`config.mk`:
```
export PLATFORM = sky130hd
export DESIGN_NAME = mailbox_reader
export DESIGN_NICKNAME = d
export VERILOG_FILES = /design/src/rtl/mailbox_pkg.sv /design/src/rtl/mb_prefetch_buf.sv /design/src/rtl/mailbox_reader.sv
export SDC_FILE = /design/constraint.sdc
export NUM_CORES = 1
export LEC_CHECK = 0
export ABC_AREA = 1
export CAP_MARGIN = 15
export CORE_ASPECT_RATIO = 0.9
export CORE_UTILIZATION = 30
export DETAILED_ROUTE_END_ITERATION = 7
export PLACE_DENSITY = 0.58
export SYNTH_ARGS = -nofsm -noshare
export SYNTH_HDL_FRONTEND = slang
export SYNTH_HIERARCHICAL = 1
export SYNTH_SLANG_ARGS = --single-unit
```
`constraint.sdc`:
```
create_clock -name clk -period 4.4 [get_ports clk]
set_clock_uncertainty 0.1 [all_clocks]
set_input_delay 0.66 -clock clk [delete_from_list [all_inputs] [get_ports clk]]
set_output_delay 0.66 -clock clk [all_outputs]
set_load 0.01 [all_outputs]
```
`src/rtl/mailbox_pkg.sv`:
```
// Shared definitions for the mailbox FIFO and its read-side agent.
package mailbox_pkg;
    localparam int DATA_W   = 8;
    localparam int MB_DEPTH = 8;

    typedef enum logic {
        HDR     = 1'b0,
        PAYLOAD = 1'b1
    } rd_state_e;
endpackage

```
`src/rtl/mb_prefetch_buf.sv`:
```
// Small circular FIFO that absorbs mailbox read data across the one-cycle read latency.
module mb_prefetch_buf #(
    parameter int DATA_W    = 8,
    parameter int BUF_DEPTH = 2,
    parameter int CNT_BW    = $clog2(BUF_DEPTH + 1)
) (
    input  logic              clk,
    input  logic              rst,
    input  logic              push,
    input  logic [DATA_W-1:0] push_data,
    input  logic              pop,
    output logic [DATA_W-1:0] pop_data,
    output logic [CNT_BW-1:0] count,
    output logic              empty
);
    localparam int PTR_W = (BUF_DEPTH > 1) ? $clog2(BUF_DEPTH) : 1;

    logic [DATA_W-1:0] mem [BUF_DEPTH];
    logic [PTR_W-1:0]  wr_ptr;
    logic [PTR_W-1:0]  rd_ptr;
    logic              do_pop;

    function automatic logic [PTR_W-1:0] ptr_inc(input logic [PTR_W-1:0] p);
        return (p == PTR_W'(BUF_DEPTH - 1)) ? '0 : p + PTR_W'(1);
    endfunction

    assign empty    = (count == '0);
    assign do_pop   = pop && !empty;
    assign pop_data = mem[rd_ptr];

    always_ff @(posedge clk) begin
        if (push) begin
            mem[wr_ptr] <= push_data;
        end
    end

    always_ff @(posedge clk or negedge rst) begin
        if (!rst) begin
            wr_ptr <= '0;
            rd_ptr <= '0;
            count  <= '0;
        end else begin
            if (push) begin
                wr_ptr <= ptr_inc(wr_ptr);
            end
            if (do_pop) begin
                rd_ptr <= ptr_inc(rd_ptr);
            end
            case ({push, do_pop})
                2'b10:   count <= count + CNT_BW'(1);
                2'b01:   count <= count - CNT_BW'(1);
                default: count <= count;
            endcase
        end
    end
endmodule

```
`src/rtl/mailbox_reader.sv`:
```
// Read-side mailbox agent: prefetches bytes, parses length-prefixed frames and
// streams the payload out as valid/ready beats with start/end markers.
module mailbox_reader #(
    parameter int DATA_W    = mailbox_pkg::DATA_W,
    parameter int BUF_DEPTH = 2,
    parameter int CNT_W     = 16
) (
    input  logic              clk,
    input  logic              rst,
    input  logic              enable,
    output logic              mb_read_en,
    input  logic              mb_empty,
    input  logic [DATA_W-1:0] mb_data_out,
    output logic              m_valid,
    input  logic              m_ready,
    output logic [DATA_W-1:0] m_data,
    output logic              m_sop,
    output logic              m_eop,
    output logic              busy,
    output logic [CNT_W-1:0]  msg_count
);
    import mailbox_pkg::*;

    localparam int OCC_W = $clog2(BUF_DEPTH + 1);

    rd_state_e         state;
    rd_state_e         state_nxt;
    logic [OCC_W-1:0]  buf_count;
    logic [OCC_W:0]    pending;
    logic [DATA_W-1:0] buf_data;
    logic [DATA_W-1:0] rem;
    logic              buf_empty;
    logic              inflight;
    logic              pop;
    logic              first;
    logic              hdr_pop;
    logic              zero_hdr;
    logic              beat_load;
    logic [1:0]        done_inc;

    // Reads are only issued when the buffer can hold everything already requested.
    assign pending    = {1'b0, buf_count} + {{OCC_W{1'b0}}, inflight};
    assign mb_read_en = rst && enable && !mb_empty && (pending < (OCC_W + 1)'(BUF_DEPTH));

    assign hdr_pop   = (state == HDR) && pop;
    assign zero_hdr  = hdr_pop && (buf_data == '0);
    assign beat_load = (state == PAYLOAD) && pop;
    assign done_inc  = 2'(m_valid && m_ready && m_eop) + 2'(zero_hdr);

    mb_prefetch_buf #(
        .DATA_W    (DATA_W),
        .BUF_DEPTH (BUF_DEPTH),
        .CNT_BW    (OCC_W)
    ) u_buf (
        .clk       (clk),
        .rst       (rst),
        .push      (inflight),
        .push_data (mb_data_out),
        .pop       (pop),
        .pop_data  (buf_data),
        .count     (buf_count),
        .empty     (buf_empty)
    );

    always_ff @(posedge clk or negedge rst) begin
        if (!rst) begin
            state    <= HDR;
            inflight <= 1'b0;
        end else begin
            state    <= state_nxt;
            inflight <= mb_read_en;
        end
    end

    always_comb begin
        state_nxt = state;
        case (state)
            HDR:     if (pop && buf_data != '0) state_nxt = PAYLOAD;
            PAYLOAD: if (pop && rem == DATA_W'(1)) state_nxt = HDR;
            default: state_nxt = HDR;
        endcase
    end

    // Headers drain regardless of m_ready; payload waits for a free output slot.
    always_comb begin
        pop  = 1'b0;
        busy = 1'b0;
        case (state)
            HDR: begin
                pop = !buf_empty;
            end
            PAYLOAD: begin
                busy = 1'b1;
                pop  = !buf_empty && (!m_valid || m_ready);
            end
            default: begin
                pop  = 1'b0;
                busy = 1'b0;
            end
        endcase
    end

    always_ff @(posedge clk or negedge rst) begin
        if (!rst) begin
            rem       <= '0;
            first     <= 1'b0;
            m_valid   <= 1'b0;
            m_data    <= '0;
            m_sop     <= 1'b0;
            m_eop     <= 1'b0;
            msg_count <= '0;
        end else begin
            msg_count <= msg_count + CNT_W'(done_inc);
            if (hdr_pop && !zero_hdr) begin
                rem   <= buf_data;
                first <= 1'b1;
            end
            if (beat_load) begin
                rem     <= rem - DATA_W'(1);
                first   <= 1'b0;
                m_valid <= 1'b1;
                m_data  <= buf_data;
                m_sop   <= first;
                m_eop   <= (rem == DATA_W'(1));
            end else if (m_ready) begin
                m_valid <= 1'b0;
                m_sop   <= 1'b0;
                m_eop   <= 1'b0;
            end
        end
    end
endmodule
```
==> flow_metrics.py <==
metrics = {
    "worst_setup_path": {
        "cpMostUsedCell": "clkdlybuf4s50_1",
        "critPathLaunchType": "input pin",
        "critPathLaunch": "mb_empty",
        "cp.required_ns": 3.64,
        "path_buf_inv": 2,
        "worstPathArrival_ns": 1.95,
        "cp_slowest_cell": "clkdlybuf4s50_1",
        "slowest_delay_ns": 0.56,
        "worstSetupPathType": "in -> out",
        "cpLargestDelayFamily": "buffers and inverters",
        "r2r-start": "u_buf/rd_ptr",
        "crit_fanout": 2,
        "worstPathCellList": "clkdlybuf4s50_1 -> nor2_1 -> nand3_1 -> a21oi_1 -> clkdlybuf4s50_1",
        "end_kind": "primary output",
    },
    "pwr": {
        "p_sw_mw": 0.821,
        "internal-power_mw": 1.21,
        "switching_share": 0.404,
        "pwr-share-clk": 0.205,
        "irDropWorstVdd_v": 0.000218,
        "p_comb_frac": 0.404,
        "power_leakage_nw": 1.64,
        "p_seq_frac": 0.391,
        "power_density_mw_per_mm2": 577,
    },
    "clock_network": {
        "ctsResizeCount": 0,
        "cts_tree": "built",
        "htree_levels": 3,
        "insertion_delay_ns": 0.34,
        "root_buffer": "clkbuf_8",
        "postCtsHoldBufs": 0,
        "cts_buffers": 9,
        "cts_setup_buffers": 0,
        "cts.sinks": 58,
        "clk_pin_slew_ns": 0.06,
        "clock_path_buffers": 2,
    },
    "timing": {
        "fin_tns_setup_ns": 0,
        "finalSetupViolations": 0,
        "holdWs_ns": 0.382,
        "slew_viol_final": 0,
        "tightest_slew_ns": 0.662,
        "finalCriticalPeriod_ns": 2.71,
        "fmax_mhz": 369,
        "hold_violations": 0,
        "timing.final.crit_share": 0.617,
        "max-slew-margin-rel": 0.557,
        "grt_setup_unrepaired": "false",
    },
    "yosys": {
        "synth_simple_gate_area_share": 0.304,
        "synth_nets": 326,
        "synthesis.area_sq_mm": 0.00283,
        "yosys.area.top_type": "dfrtp_1",
        "synthAdderAreaFrac": 0.0248,
        "synth_top_family_by_area": "simple AND/OR/NAND/NOR gates",
        "synth-compound-area-share": 0.0265,
        "synth_cells": 308,
        "synth_top_area_frac": 0.372,
        "synthXorXnorAreaFrac": 0.0434,
        "seq_area_frac_synth": 0.542,
        "yosysUniqueCellTypes": 30,
        "synthMuxAreaShare": 0,
        "yosys_warnings": 6,
        "synth_top_cells_by_area": "dfrtp_1 37%, edfxtp_1 17%, nand2_1 14%",
        "synth-seq-cells": 58,
        "syn_area_per_cell_sq_um": 9.18,
    },
    "cells_and_area": {
        "fillerInstances": 908,
        "insertedDiodeCount": 0,
        "drive_gt1_frac": 0.130,
        "fin_cells": 484,
        "final_nets": 375,
        "syn_to_final_growth_pct": 24.6,
    },
    "die": {
        "die_area_sq_mm": 0.00982,
        "rows": 33,
        "die_height_microns": 94.1,
        "core_sq_mm": 0.00913,
        "initial_core_util": 0.310,
        "ioPinCount": 42,
        "die_w_microns": 104,
    },
    "placed_design": {
        "gp_congestion": 0.812,
        "place_hpwl_microns": 4220,
        "port_buffers": 41,
        "dp.cells": 468,
    },
    "routing": {
        "drtAntennaViolNets": 0,
        "dr.pass1.iters": 4,
        "vias": 2064,
        "routedWlPerCell_microns": 11.6,
        "drc": 0,
        "viasPerCell": 4.26,
        "wl_microns": 5620,
        "drtIter0Drc": 117,
    },
    "global_routing": {
        "gr-total-overflow": 0,
        "grt_pass1_vias": 2013,
        "antenna_found_initial": 0,
        "track_usage": 0.129,
        "grt_first_pass_wirelength_microns": 9710,
        "grt_max_degree": 43,
    },
    "flow_run": {
        "max_cap_violations": 0,
    },
    "hold_path": {
        "worstHoldPathType": "in -> async",
    },
    "outcome": {
        "status": "finished, final reports clean",
    },
}
## flip-flops by register name, summed over array words and instances, names as in the netlist
name          cells
m_eop             1
rem               8
first             1
msg_count        16
m_valid           1
u_buf/rd_ptr      1
u_buf/count       2
m_sop             1
m_data            8
u_buf/wr_ptr      1
inflight          1
state             1
u_buf/mem        16
## worst paths after layout
check | endpoint | slack, ns | depth (start not counted)
setup / recovery | mb_read_en | 1.69 | 5
hold / removal | msg_count[6] | 0.38 | 2
setup reg to reg | msg_count[14] | 1.86 | 13
hold reg to reg | m_data[4] | 0.39 | 2
max in group asynchronous | rem[2] | 3.45 | 2
min in group clk | m_data[4] | 0.39 | 2
## layout by cell type, fill, tap and decap left out, types with 5 or more instances in the layout
cell type | synthesis | routed
edfxtp_1 | 16 | 16
nand2_1 | 108 | 108
clkdlybuf4s50_1 | 0 | 40
dfrtp_1 | 42 | 42
o21ai_0 | 6 | 6
clkbuf_8 | 0 | 9
xor2_1 | 10 | 10
nand3_2 | 5 | 5
inv_1 | 27 | 27
nor2_1 | 22 | 22
nand3_1 | 21 | 21
nand2_2 | 6 | 6
## Yosys cell counts (all sizes together)
| library cell | instances |
|---|---|
| nand2 | 117 |
| dfrtp | 42 |
| inv | 33 |
| nor2 | 28 |
| nand3 | 27 |
| edfxtp | 16 |
| xor2 | 10 |
| o21ai | 9 |
| buf | 4 |
| ha | 4 |
| nand4 | 4 |
| nor3 | 4 |
| xnor2 | 4 |
| a21oi | 1 |
| a31oi | 1 |
| and3 | 1 |
| fa | 1 |
| nand3b | 1 |
| o21bai | 1 |
## area by class of cell
type | instances | area, sq um | share of cell area
Clock buffer | 9 | 124 | 0.0351
Clock inverter | 7 | 46.3 | 0.0131
Sequential cell | 58 | 1530 | 0.435
Tap cell | 122 | 153 | 0.0433
Multi-Input combinational cell | 213 | 1130 | 0.320
Timing Repair Buffer | 42 | 413 | 0.117
Inverter | 33 | 129 | 0.0366
## layer usage
layer / vias up / wire, microns / GRT usage
li1: 1071 / - / -
met1: 944 / 2810 / 0.176
met4: 0 / 65 / 0.0536
met5: - / 0 / 0
met3: 6 / 269 / 0.0347
met2: 43 / 2480 / 0.192
## worst reg2reg max path, delay by kind of cell, from the launching register on
kind                       cells  cell delay (ns)
adders and majority gates      2             0.47
and+or+nand+nor                9             1.09
xor gates and xnor gates       1             0.15
DFF                            1             0.55
buffers and inverters          1             0.10
## power groups by stage
stage,sequential (mW),combinational [mW],clock [mW]
4_1_cts,0.796,0.839,0.434
2_1_floorplan,0.795,0.609,0
6_report,0.794,0.822,0.417
5_1_grt,0.811,0.956,0.457
3_3_place_gp,0.801,0.822,0
3_5_place_dp,0.804,0.839,0
## metrics by stage
step	utilization	area (sq um)	setup slack, ns	power, mW
after floorplan	-	2830	2.23	1.40
after global placement	0.368	3350	1.72	1.62
after detailed placement	0.368	3350	1.68	1.64
after CTS	0.386	3520	1.67	2.07
after global routing	0.386	3520	1.59	2.22
final	0.386	3520	1.69	2.03
## logic make-up after synthesis
logic type | count (synthesis)
flip-flops | 58
adder cells (fa/ha/maj) | 5
buffers and inverters | 37
AND/OR/NAND/NOR | 182
AO/OA/AOI/OAI | 12
XOR/XNOR | 14
(Power assumes the default switching activity.)
